===== src/rtl/int_mac_if.sv =====
// Operand/result stream bundle for int_mac: operand beats in, dot-product results out.
interface int_mac_if #(
   parameter int unsigned WIDTH     = 8,
   parameter int unsigned ACC_WIDTH = 20
);
   logic                 in_valid;
   logic                 in_ready;
   logic [WIDTH-1:0]     a;
   logic [WIDTH-1:0]     b;
   logic                 first;
   logic                 last;
   logic                 sat_mode;
   logic                 out_valid;
   logic                 out_ready;
   logic [ACC_WIDTH-1:0] out_acc;
   logic [WIDTH-1:0]     out_data;
   logic                 overflow;

   modport master (
      output in_valid, a, b, first, last, sat_mode, out_ready,
      input  in_ready, out_valid, out_acc, out_data, overflow
   );

   modport slave (
      input  in_valid, a, b, first, last, sat_mode, out_ready,
      output in_ready, out_valid, out_acc, out_data, overflow
   );
endinterface


===== src/rtl/int_mac.sv =====
// Two-stage pipelined signed multiply-accumulate with first/last framing and
// saturating or wrapping narrowing of each completed dot product.
module int_mac #(
   parameter int unsigned WIDTH     = 8,
   parameter int unsigned ACC_WIDTH = 20
) (
   input  logic     clk,
   input  logic     rst_n,
   int_mac_if.slave bus
);
   localparam int unsigned PW = 2 * WIDTH;
   localparam int unsigned SW = ACC_WIDTH + 1;
   localparam logic signed [ACC_WIDTH-1:0] ACC_MAX = {1'b0, {(ACC_WIDTH-1){1'b1}}};
   localparam logic signed [ACC_WIDTH-1:0] ACC_MIN = {1'b1, {(ACC_WIDTH-1){1'b0}}};
   localparam logic [WIDTH-1:0]            D_MAX   = {1'b0, {(WIDTH-1){1'b1}}};
   localparam logic [WIDTH-1:0]            D_MIN   = {1'b1, {(WIDTH-1){1'b0}}};

   if (ACC_WIDTH < PW) begin : g_bad_acc_width
      $error("int_mac: ACC_WIDTH must be >= 2*WIDTH");
   end

   logic                        advance_c;
   logic                        fire_c;
   logic signed [PW-1:0]        prod_c;
   logic signed [ACC_WIDTH-1:0] base_c;
   logic signed [SW-1:0]        sum_c;
   logic                        acc_ovf_c;
   logic signed [ACC_WIDTH-1:0] res_c;
   logic                        narrow_ovf_c;
   logic [WIDTH-1:0]            narrow_c;
   logic                        sticky_in_c;

   logic                        s1_valid_q, s1_valid_d;
   logic signed [ACC_WIDTH-1:0] s1_p_q, s1_p_d;
   logic                        s1_first_q, s1_first_d;
   logic                        s1_last_q, s1_last_d;
   logic                        s1_sat_q, s1_sat_d;
   logic signed [ACC_WIDTH-1:0] acc_q, acc_d;
   logic                        sticky_q, sticky_d;
   logic                        out_valid_q, out_valid_d;
   logic signed [ACC_WIDTH-1:0] out_acc_q, out_acc_d;
   logic [WIDTH-1:0]            out_data_q, out_data_d;
   logic                        overflow_q, overflow_d;

   // Whole pipeline moves only when the output register is free or being drained.
   assign advance_c    = !out_valid_q || bus.out_ready;
   assign fire_c       = advance_c && s1_valid_q;
   assign bus.in_ready = advance_c;

   // Stage-2 arithmetic: one guard bit detects accumulator overflow.
   always_comb begin
      prod_c       = PW'($signed(bus.a)) * PW'($signed(bus.b));
      base_c       = s1_first_q ? '0 : acc_q;
      sum_c        = SW'(base_c) + SW'(s1_p_q);
      acc_ovf_c    = sum_c[SW-1] ^ sum_c[SW-2];
      res_c        = sum_c[ACC_WIDTH-1:0];
      if (acc_ovf_c && s1_sat_q) begin
         res_c = sum_c[SW-1] ? ACC_MIN : ACC_MAX;
      end
      // Result fits in WIDTH bits only if its top bits are pure sign extension.
      narrow_ovf_c = (res_c[ACC_WIDTH-1:WIDTH-1] != '0) && (res_c[ACC_WIDTH-1:WIDTH-1] != '1);
      narrow_c     = res_c[WIDTH-1:0];
      if (narrow_ovf_c && s1_sat_q) begin
         narrow_c = res_c[ACC_WIDTH-1] ? D_MIN : D_MAX;
      end
      sticky_in_c  = (s1_first_q ? 1'b0 : sticky_q) | acc_ovf_c;
   end

   always_comb begin
      s1_valid_d  = s1_valid_q;
      s1_p_d      = s1_p_q;
      s1_first_d  = s1_first_q;
      s1_last_d   = s1_last_q;
      s1_sat_d    = s1_sat_q;
      acc_d       = acc_q;
      sticky_d    = sticky_q;
      out_valid_d = out_valid_q;
      out_acc_d   = out_acc_q;
      out_data_d  = out_data_q;
      overflow_d  = overflow_q;

      if (advance_c) begin
         s1_valid_d = bus.in_valid;
         s1_p_d     = ACC_WIDTH'(prod_c);
         s1_first_d = bus.first;
         s1_last_d  = bus.last;
         s1_sat_d   = bus.sat_mode;
      end

      if (bus.out_ready) begin
         out_valid_d = 1'b0;
      end

      // A last beat both publishes the result and re-arms the accumulator.
      if (fire_c) begin
         if (s1_last_q) begin
            acc_d       = '0;
            sticky_d    = 1'b0;
            out_valid_d = 1'b1;
            out_acc_d   = res_c;
            out_data_d  = narrow_c;
            overflow_d  = sticky_in_c | narrow_ovf_c;
         end else begin
            acc_d       = res_c;
            sticky_d    = sticky_in_c;
         end
      end
   end

   always_ff @(posedge clk or negedge rst_n) begin
      if (!rst_n) begin
         s1_valid_q  <= 1'b0;
         s1_p_q      <= '0;
         s1_first_q  <= 1'b0;
         s1_last_q   <= 1'b0;
         s1_sat_q    <= 1'b0;
         acc_q       <= '0;
         sticky_q    <= 1'b0;
         out_valid_q <= 1'b0;
         out_acc_q   <= '0;
         out_data_q  <= '0;
         overflow_q  <= 1'b0;
      end else begin
         s1_valid_q  <= s1_valid_d;
         s1_p_q      <= s1_p_d;
         s1_first_q  <= s1_first_d;
         s1_last_q   <= s1_last_d;
         s1_sat_q    <= s1_sat_d;
         acc_q       <= acc_d;
         sticky_q    <= sticky_d;
         out_valid_q <= out_valid_d;
         out_acc_q   <= out_acc_d;
         out_data_q  <= out_data_d;
         overflow_q  <= overflow_d;
      end
   end

   assign bus.out_valid = out_valid_q;
   assign bus.out_acc   = out_acc_q;
   assign bus.out_data  = out_data_q;
   assign bus.overflow  = overflow_q;
endmodule


===== src/flat_wrapper.sv =====
// flat-port wrapper written by rule: the top's interface ports become plain ports
module int_mac_flat 
#(
   parameter int unsigned WIDTH     = 8,
   parameter int unsigned ACC_WIDTH = 20
)
  (clk, rst_n, bus_in_valid, bus_a, bus_b, bus_first, bus_last, bus_sat_mode, bus_out_ready, bus_in_ready, bus_out_valid, bus_out_acc, bus_out_data, bus_overflow);
  int_mac_if #(.WIDTH(WIDTH), .ACC_WIDTH(ACC_WIDTH)) bus_i ();
  input  logic clk;
  input  logic rst_n;
  input wire logic [$bits(bus_i.in_valid)-1:0] bus_in_valid;
  input wire logic [$bits(bus_i.a)-1:0] bus_a;
  input wire logic [$bits(bus_i.b)-1:0] bus_b;
  input wire logic [$bits(bus_i.first)-1:0] bus_first;
  input wire logic [$bits(bus_i.last)-1:0] bus_last;
  input wire logic [$bits(bus_i.sat_mode)-1:0] bus_sat_mode;
  input wire logic [$bits(bus_i.out_ready)-1:0] bus_out_ready;
  output wire logic [$bits(bus_i.in_ready)-1:0] bus_in_ready;
  output wire logic [$bits(bus_i.out_valid)-1:0] bus_out_valid;
  output wire logic [$bits(bus_i.out_acc)-1:0] bus_out_acc;
  output wire logic [$bits(bus_i.out_data)-1:0] bus_out_data;
  output wire logic [$bits(bus_i.overflow)-1:0] bus_overflow;
  assign bus_i.in_valid = bus_in_valid;
  assign bus_i.a = bus_a;
  assign bus_i.b = bus_b;
  assign bus_i.first = bus_first;
  assign bus_i.last = bus_last;
  assign bus_i.sat_mode = bus_sat_mode;
  assign bus_i.out_ready = bus_out_ready;
  assign bus_in_ready = bus_i.in_ready;
  assign bus_out_valid = bus_i.out_valid;
  assign bus_out_acc = bus_i.out_acc;
  assign bus_out_data = bus_i.out_data;
  assign bus_overflow = bus_i.overflow;
  int_mac #(.WIDTH(WIDTH), .ACC_WIDTH(ACC_WIDTH)) u_core (.clk(clk), .rst_n(rst_n), .bus(bus_i));
endmodule

===== config.mk =====
export PLATFORM = sky130hd
export DESIGN_NAME = int_mac_flat
export DESIGN_NICKNAME = d
export VERILOG_FILES = /design/src/rtl/int_mac_if.sv /design/src/rtl/int_mac.sv /design/src/flat_wrapper.sv
export SDC_FILE = /design/constraint.sdc
export NUM_CORES = 1
export LEC_CHECK = 0
export BUFFER_PORTS_ARGS = -buffer_cell sky130_fd_sc_hd__clkbuf_2
export CORE_MARGIN = 10
export CORE_UTILIZATION = 45
export CTS_CLUSTER_SIZE = 24
export DETAILED_ROUTE_END_ITERATION = 10
export PLACE_DENSITY = 0.65
export SYNTH_ARGS = -nofsm -noshare
export SYNTH_HDL_FRONTEND = slang
export SYNTH_SLANG_ARGS = --single-unit

===== constraint.sdc =====
create_clock -name clk -period 3.45 [get_ports clk]
set_input_delay 0.5175 -clock clk [delete_from_list [all_inputs] [get_ports clk]]
set_output_delay 0.5175 -clock clk [all_outputs]
set_load 0.02 [all_outputs]

# ---- After elaboration in Yosys (flattened, before gate mapping)
# Index checks and enable logic that the tools add are counted.
dict set report op_classes {
  addsub 1
  multipliers 1
  eq_ne 1
  muxes 11
  bitwise 3
  reduce_logical 8
}
# cell n
set op_table {}
lappend op_table {{two-way mux 20 bit} 4}
lappend op_table {{adder 20 x 16 -> 21 bit} 1}
lappend op_table {{multiplier 8 x 8 -> 16 bit} 1}
lappend op_table {{two-way mux 8 bit} 2}
lappend op_table {{!= test 13 bit (second input constant)} 1}
lappend op_table {{nonzero test 13 bit} 1}
lappend op_table {{two-way mux 1 bit} 5}
lappend op_table {{logical AND 1 bit} 4}
lappend op_table {{bitwise OR 1 bit} 2}
lappend op_table {{AND reduction 2 bit} 1}
lappend op_table {{logical NOT 1 bit} 1}
lappend op_table {{logical OR 1 bit} 1}
lappend op_table {{XOR 1 bit} 1}
dict set report word_totals {
  ff_bits 71
  in_bits 23
  out_inout_bits 31
  wordCells 36
}

# ---- Logic depth before layout (Yosys ltp)
# Gate-level depths: netlist (run 1).
dict set report depth {
  word_depth 9
  depth_mapped 19
  depth_no_buf 19
}

# ---- Least setup slack after synthesis (run 1)
# Ideal clock, no wire load.
dict set report synth_path {
  kind {input port to flip-flop}
  startpoint {in bus_b[2]}
  endpoint {reg u_core.s1_p_q[14]}
  setup_time_ns 0.120
  t_arrival_ns 4.587
  required_ns 3.330
  path_slack_ns -1.257
  stages 18
  n_path_buf 0
  path_cell_list {and2_1 fa_1 inv_1 fa_1 inv_1 fa_1 inv_1 fa_1 inv_1 ha_1 o21ai_0 a21oi_1 o21ai_0 a21boi_0 o21ai_0 a211oi_1 or3_1 a31o_2}
}
dict set report synth_between {
  elab_chain_cells 1
}
# item line_no
set synth_lines {}
lappend synth_lines {{start, declared} flat_wrapper.sv:13} ;# input wire logic [$bits(bus_i.b)-1:0] bus_b;
lappend synth_lines {{multiplier 8 x 8 -> 16 bit} int_mac.sv:52} ;# prod_c = PW'($signed(bus.a)) * PW'($signed(bus.b));
lappend synth_lines {{end signal, assigned} int_mac.sv:125} ;# s1_p_q <= s1_p_d;
lappend synth_lines {{end, declared} int_mac.sv:34} ;# logic signed [ACC_WIDTH-1:0] s1_p_q, s1_p_d;
# Every way passes these cells.
# A chain may end at the register's enable or synchronous reset.

# ---- Worst setup path in the final report (run 1)
dict set report layout_path {
  startpoint {in bus_b[4]}
  endpoint {reg u_core.s1_p_q[14]}
}
# The elaborated chain is that of the path after synthesis.

==> results of run 1 <==
[synthesized netlist by cell type (10+ instances only)]
cell type,number,share of area
and2_1,38,0.034
clkbuf_1,14,0.0076
nor3_1,13,0.0094
nor2b_1,22,0.020
dfrtp_1,71,0.26
xnor2_1,14,0.018
inv_1,90,0.049
a21oi_1,38,0.027
nand2_1,111,0.060
ha_1,49,0.089
o21a_1,10,0.011
fa_1,56,0.16
nor2_1,50,0.027
o21ai_0,49,0.035
[registers in the layout, indices dropped and copies added (netlist names)]
| signal | count |
|---|---|
| u_core.acc_q | 20 |
| u_core.bus.out_acc | 20 |
| u_core.bus.out_data | 8 |
| u_core.bus.out_valid | 1 |
| u_core.bus.overflow | 1 |
| u_core.s1_first_q | 1 |
| u_core.s1_last_q | 1 |
| u_core.s1_p_q | 16 |
| u_core.s1_sat_q | 1 |
| u_core.s1_valid_q | 1 |
| u_core.sticky_q | 1 |
[routing by layer]
metal | share of wire | wire (um) | GRT usage
met5 | 0 | 0 | 0
met4 | 0.015 | 288 | 0.0435
met3 | 0.043 | 822 | 0.0266
met2 | 0.49 | 9360 | 0.308
met1 | 0.45 | 8710 | 0.258
[through the flow]
stage	std cells	hold slack (ns)	instance area (um2)	setup slack [ns]	setup TNS, ns
6_report	1162	0.311	9520	-0.720	-3.55
5_1_grt	1162	0.395	9520	-0.863	-5.57
4_1_cts	1150	0.359	8930	-0.784	-3.48
3_5_place_dp	1133	0.448	8380	-1.23	-8.31
3_3_place_gp	1133	0.445	8380	-1.16	-7.52
2_1_floorplan	791	0.222	7020	-0.864	-3.59
[worst register-to-register path, cell delays in order, from the launching register on]
cell and delay, ns:
dfrtp_2 0.44, buf_12 0.17, nor2b_1 0.18, ha_2 0.32, o211ai_1 0.28, o21ai_4 0.14, o211a_4 0.29, o211ai_4 0.24
o2111ai_2 0.16, nor4_4 0.34, nand4_1 0.26, a21oi_4 0.25, buf_6 0.16, o32ai_2 0.07
[final cells by class]
cell class,count,area share
Timing Repair Buffer,191,0.156
Clock buffer,11,0.0245
Tap cell,188,0.0247
Multi-Input combinational cell,605,0.567
Inverter,92,0.0367
Sequential cell,71,0.187
Clock inverter,4,0.00500
[timing repair]
item | 4_1_cts | 5_1_grt
pin swaps | 40 | 69
buffers inserted | 2 | 14
setup endpoints to repair | 24 | 51
gates resized for setup | 53 | 118
gates cloned | 0 | 0
[report_power, final]
| group | internal, mW | switching [mW] | leakage, nW |
|---|---|---|---|
| Combinational | 3.49 | 3.98 | 3.45 |
| Clock | 0.553 | 0.347 | 0.135 |
| Sequential | 1.19 | 0.221 | 0.869 |
[path summary, 6_finish.rpt]
path                                               start                                  to
max reg2reg                u_core.s1_first_q$_DFFE_PN0N_  u_core.bus.out_data[2]$_DFFE_PN0P_
max in group asynchronous                          rst_n       u_core.s1_first_q$_DFFE_PN0N_
min                                                rst_n  u_core.bus.out_acc[16]$_DFFE_PN0P_
min reg2reg                  u_core.acc_q[4]$_DFFE_PN0P_         u_core.acc_q[4]$_DFFE_PN0P_
max                                             bus_b[4]       u_core.s1_p_q[14]$_DFFE_PN0N_
min in group clk                            bus_in_valid       u_core.s1_valid_q$_DFFE_PN0N_
[cells by family (layout without fill, tap and decap cells)]
family                     count (synthesis)  count (layout)  share of synthesized area
buffers and inverters                    115             298                     0.0649
adders and majority gates                105             105                      0.251
DFF                                       71              71                      0.257
AOI/OAI and AO/OA                        187             187                      0.189
muxes                                      8               8                     0.0121
xor gates and xnor gates                  21              21                     0.0266
and+or+nand+nor                          284             284                      0.200
==> key figures, run 1 <==
Run status
  • Status: complete, but fails checks
  • Failing checks: setup timing

Critical path
  • Slowest cell on crit path: fa_1
  • R2R cell count: 13
  • Worst path depth: 19
  • Max FO, Critical Path: 8
  • Worst setup EP type: flop
  • CP bufs+invs: 5
  • WP data required: 3.67 ns
  • Worst path top cell family by delay: adder cells
  • Cell repeated most along the worst path: fa_1
  • Worst EP arrival: 4.39 ns
  • Worst Path Class, Setup: in2reg
  • CP max stage delay: 0.55 ns
  • R2R Setup Slk: 0.01 ns
  • Worst path cell trace: buf_12 -> and2_4 -> fa_1 -> inv_2 -> fa_1 -> inv_1 -> fa_1 -> inv_2 -> fa_1 -> inv_2 -> ha_4 -> o21ai_4 -> a21oi_2 -> o21ai_2 -> a21boi_2 -> o21ai_2 -> a211oi_2 -> or3_1 -> a31o_2
  • Crit path launch type: input port

Cells and area
  • Commonest non-fill, non-tap cell in the layout: buf_4
  • Multi-input logic area: 0.00539 mm2
  • Fillers: 1266
  • Share of cells above drive strength 1: 0.376
  • Util after Layout: 0.628
  • Area grow syn2layout: 37.5%
  • Total Nets Final: 1098
  • # diodes: 0
  • Leading cell types in the layout, fill and taps excluded: 125 x buf_4, 107 x nand2_1, 76 x inv_1
  • Sequential Area: 0.00178 mm2

STA
  • Final worst-path cycle share: 1.21
  • Final setup margin: -0.720 ns
  • Fin. max-slew vios: 0
  • FMAX: 240 MHz
  • Final Setup Violations: 7
  • Slew @ Worst Pin: 0.920 ns
  • Fin. Hold Viols: 0
  • Rel. slew slack: 0.387
  • Layout Skew: 0.00769 ns
  • RSZ-0062 raised after global routing: yes
  • Post-layout min period: 4.17 ns

Global route
  • Largest net degree at the start of global routing: 72
  • Number of global-route vias before repair: 6457
  • GR Overflow Total: 0
  • All-Layer GR Usage: 0.188
  • First-pass GRT wire length: 31700 um
  • Initial antenna violation count: 0

Yosys
  • Sequential area share after synthesis: 0.257
  • Mapped Area: 0.00692 mm2
  • Async SR Flop Fraction: 1.00
  • Distinct cells, synth: 75
  • Synthesis-stage register bit count: 71
  • EDFF count, synth: 0
  • Syn Nets: 919
  • Dominant synthesized flop cell: dfrtp_1
  • Synthesis Warnings: 0
  • Mean Syn Cell Area: 8.75 um2
  • Gate Count Post-Synth: 791

Clocking
  • Worst skew pair latency: 0.34 ns
  • Clock Path Buffers: 2
  • CTS sink cnt: 71
  • Number of CTS-inserted buffers: 9
  • Clk slew on worst S/H paths: 0.05 ns
  • Cts hold-fix bufs: 0
  • H-tree depth: 3
  • Root Buffer: clkbuf_16
  • CTS tree: yes

Power
  • Lkg Pwr: 4.45 nW
  • Pwr/cell area: 1030 mW/mm2
  • Peak supply drop: 0.575 mV
  • Total power: 9.79 mW

Die
  • Num rows: 45
  • CORE AREA: 0.0151 mm2
  • Height of the die: 144 um
  • Initial core utilization: 0.457
  • Die Footprint: 0.0207 mm2
  • Top-Level Pins: 54
  • Die Span X: 144 um

Routing
  • Vias: 6372
  • Initial DRC Count: 354
  • DRC viols: 0
  • DRT Pass-1 Iters: 5
  • Wire per inst: 16.5 um
  • Antenna-violating nets left: 0
  • Drt total wl: 19200 um
  • Vias per cell: 5.48

Flow run
  • Maxcap violations: 0

Placed design
  • Dpl hpwl: 14700 um
  • GP Congestion: 0.900
  • IO buf count: 53

Min path
  • Hold Crit Class: in2async
No activity file was read; power rests on OpenSTA's default activity.
==> run 2: changes to the inputs <==
Settings changed: CORE_ASPECT_RATIO set to 1.4.
==> run 2 against run 1 <==
Compared with the run above:
- the run still ends with setup timing left
- power grew 0.84%
- sequential share of layout area shrank 0.57 points
- critical path depth is the same
- core utilization grew 2.3 points
- critical path type unchanged
- largest power group unchanged
- highest routed layer unchanged
==> key figures, run 2 (same netlist as run 1, synthesis figures left out) <==
Routing
  • Vias: 6319 (-0.83%)
  • Antenna-violating nets left: 0 (unchanged)
  • Initial DRC Count: 297 (-16%)
  • Vias per cell: 5.35 (-2.4%)
  • Drt total wl: 20200 um (+5.5%)
  • DRT Pass-1 Iters: 6 (+1)
  • DRC viols: 0 (unchanged)
  • Wire per inst: 17.1 um (+3.8%)

Clocking
  • Clock Path Buffers: 2 (unchanged)
  • H-tree depth: 3 (unchanged)
  • CTS tree: yes
  • Worst skew pair latency: 0.33 ns (about the same)
  • CTS sink cnt: 71 (unchanged)
  • Number of CTS-inserted buffers: 9 (unchanged)
  • Root Buffer: clkbuf_16
  • Clk slew on worst S/H paths: 0.06 ns (about the same)

Die
  • Top-Level Pins: 54 (unchanged)
  • Num rows: 53 (+18%)
  • Height of the die: 167 um (+16%)
  • Initial core utilization: 0.460 (+0.00281)
  • Die Footprint: 0.0208 mm2 (+0.34%)
  • CORE AREA: 0.0151 mm2 (-0.61%)
  • Die Span X: 125 um (-13%)

Global route
  • Largest net degree at the start of global routing: 40 (-44%)
  • Number of global-route vias before repair: 6613 (+2.4%)
  • First-pass GRT wire length: 32500 um (+2.7%)
  • Initial antenna violation count: 0 (unchanged)
  • GR Overflow Total: 0 (unchanged)
  • All-Layer GR Usage: 0.187 (-0.00145)

Run status
  • Failing checks: setup timing
  • Status: complete, but fails checks

Critical path
  • Cell repeated most along the worst path: fa_1
  • R2R cell count: 14 (+1)
  • CP bufs+invs: 5 (unchanged)
  • Worst path top cell family by delay: adder cells
  • Worst path cell trace: buf_8 -> and2_4 -> fa_1 -> inv_2 -> fa_1 -> inv_1 -> fa_1 -> inv_1 -> fa_1 -> inv_2 -> ha_4 -> o21ai_4 -> a21oi_2 -> o21ai_2 -> a21boi_2 -> o21ai_2 -> a211oi_2 -> or3_1 -> a31o_2
  • WP data required: 3.67 ns (about the same)
  • Slowest cell on crit path: fa_1
  • Worst Path Class, Setup: in2reg
  • CP max stage delay: 0.54 ns (about the same)
  • Worst EP arrival: 4.38 ns (about the same)
  • RR Startpoint: u_core.s1_first_q$_DFFE_PN0N_
  • Max FO, Critical Path: 5 (-3)
  • Reg-to-reg endpoint: u_core.bus.out_data[2]$_DFFE_PN0P_
  • Crit path launch type: input port
  • Worst setup EP type: flop
  • R2R Setup Slk: 0.08 ns (+0.07 ns)

Placed design
  • Dpl hpwl: 16000 um (+8.8%)
  • GP Congestion: 0.945 (+5.1%)
  • IO buf count: 53 (unchanged)
  • DP Worst Slack: -1.21 ns (+0.0172 ns)

Cells and area
  • Fillers: 1213 (-4.2%)
  • Area grow syn2layout: 41.7%
  • Share of cells above drive strength 1: 0.398 (+0.0226)
  • # diodes: 0 (unchanged)
  • Leading cell types in the layout, fill and taps excluded: 135 x buf_4, 100 x nand2_1, 71 x inv_1, 71 x dfrtp_1, 49 x fa_1
  • Commonest non-fill, non-tap cell in the layout: buf_4
  • Total Nets Final: 1112 (+1.3%)

STA
  • Fin Hold WS: 0.298 ns (-0.0134 ns)
  • Slew @ Worst Pin: 0.871 ns (-0.0486 ns)
  • Post-layout min period: 4.17 ns (-0.00477 ns)
  • Final worst-path cycle share: 1.21 (-0.00138)
  • Rel. slew slack: 0.419 (+0.0324)
  • FMAX: 240 MHz (+0.11%)
  • Final setup margin: -0.716 ns (+0.00477 ns)
  • Fin. Hold Viols: 0 (unchanged)
  • Fin. max-slew vios: 0 (unchanged)
  • Final Setup Violations: 8 (+1)
  • RSZ-0062 raised after global routing: yes
  • Layout Skew: 0.00782 ns (+0.000123 ns)

Flow run
  • Maxcap violations: 0 (unchanged)

Min path
  • Hold Crit Class: in2async

Power
  • Pwr/cell area: 1010 mW/mm2 (-2.2%)
  • Peak supply drop: 0.574 mV (-0.24%)
  • Lkg Pwr: 4.54 nW (+2.0%)
## run 2: report_power, final
group	internal [mW]	total, mW	leakage, nW	switching (mW)
Combinational	3.48	7.49	3.53	4.02
Sequential	1.19	1.45	0.870	0.259
Clock	0.563	0.922	0.139	0.359
## run 2: worst max path at each step
stage,endpoint,cells after the start,slack (ns),start
final,u_core.s1_p_q[14]$_DFFE_PN0N_,19,-0.72,bus_b[4]
after CTS,u_core.s1_p_q[14]$_DFFE_PN0N_,19,-0.72,bus_a[7]
after global routing,u_core.s1_p_q[14]$_DFFE_PN0N_,19,-0.89,bus_b[4]
after detailed placement,u_core.s1_p_q[14]$_DFFE_PN0N_,19,-1.21,bus_b[4]
after floorplan,u_core.s1_p_q[14]$_DFFE_PN0N_,18,-0.86,bus_b[4]
after global placement,u_core.s1_p_q[14]$_DFFE_PN0N_,19,-1.15,bus_b[4]
## run 2: cell type report
class / instances / area (um2) / share of cell area
Clock buffer: 10 / 229 / 0.0233
Clock inverter: 6 / 67.6 / 0.00689
Sequential cell: 71 / 1780 / 0.181
Tap cell: 192 / 240 / 0.0245
Inverter: 92 / 352 / 0.0358
Timing Repair Buffer: 205 / 1630 / 0.166
Multi-Input combinational cell: 605 / 5520 / 0.562
## run 2: metal layers
layer	share of wire	GRT usage
met5	0	0
met4	0.036	0.0668
met3	0.020	0.0172
met2	0.57	0.375
met1	0.37	0.193
## run 2: timing repair
item / 4_1_cts / 5_1_grt
pin swaps: 48 / 65
endpoints found under the setup margin: 22 / 49
hold buffers: 0 / 0
gates resized for setup: 78 / 125
setup buffers: 5 / 19
## run 2: stage by stage
step	power, mW	setup TNS, ns	std cells	util	cell area (um2)
after global placement	7.62	-8.25	1144	0.559	8420
after floorplan	5.31	-3.59	791	-	7020
after CTS	9.02	-3.39	1164	0.604	9090
final	9.87	-3.53	1181	0.652	9810
after detailed placement	7.71	-8.41	1144	0.559	8420
after global routing	10.6	-4.86	1181	0.652	9810
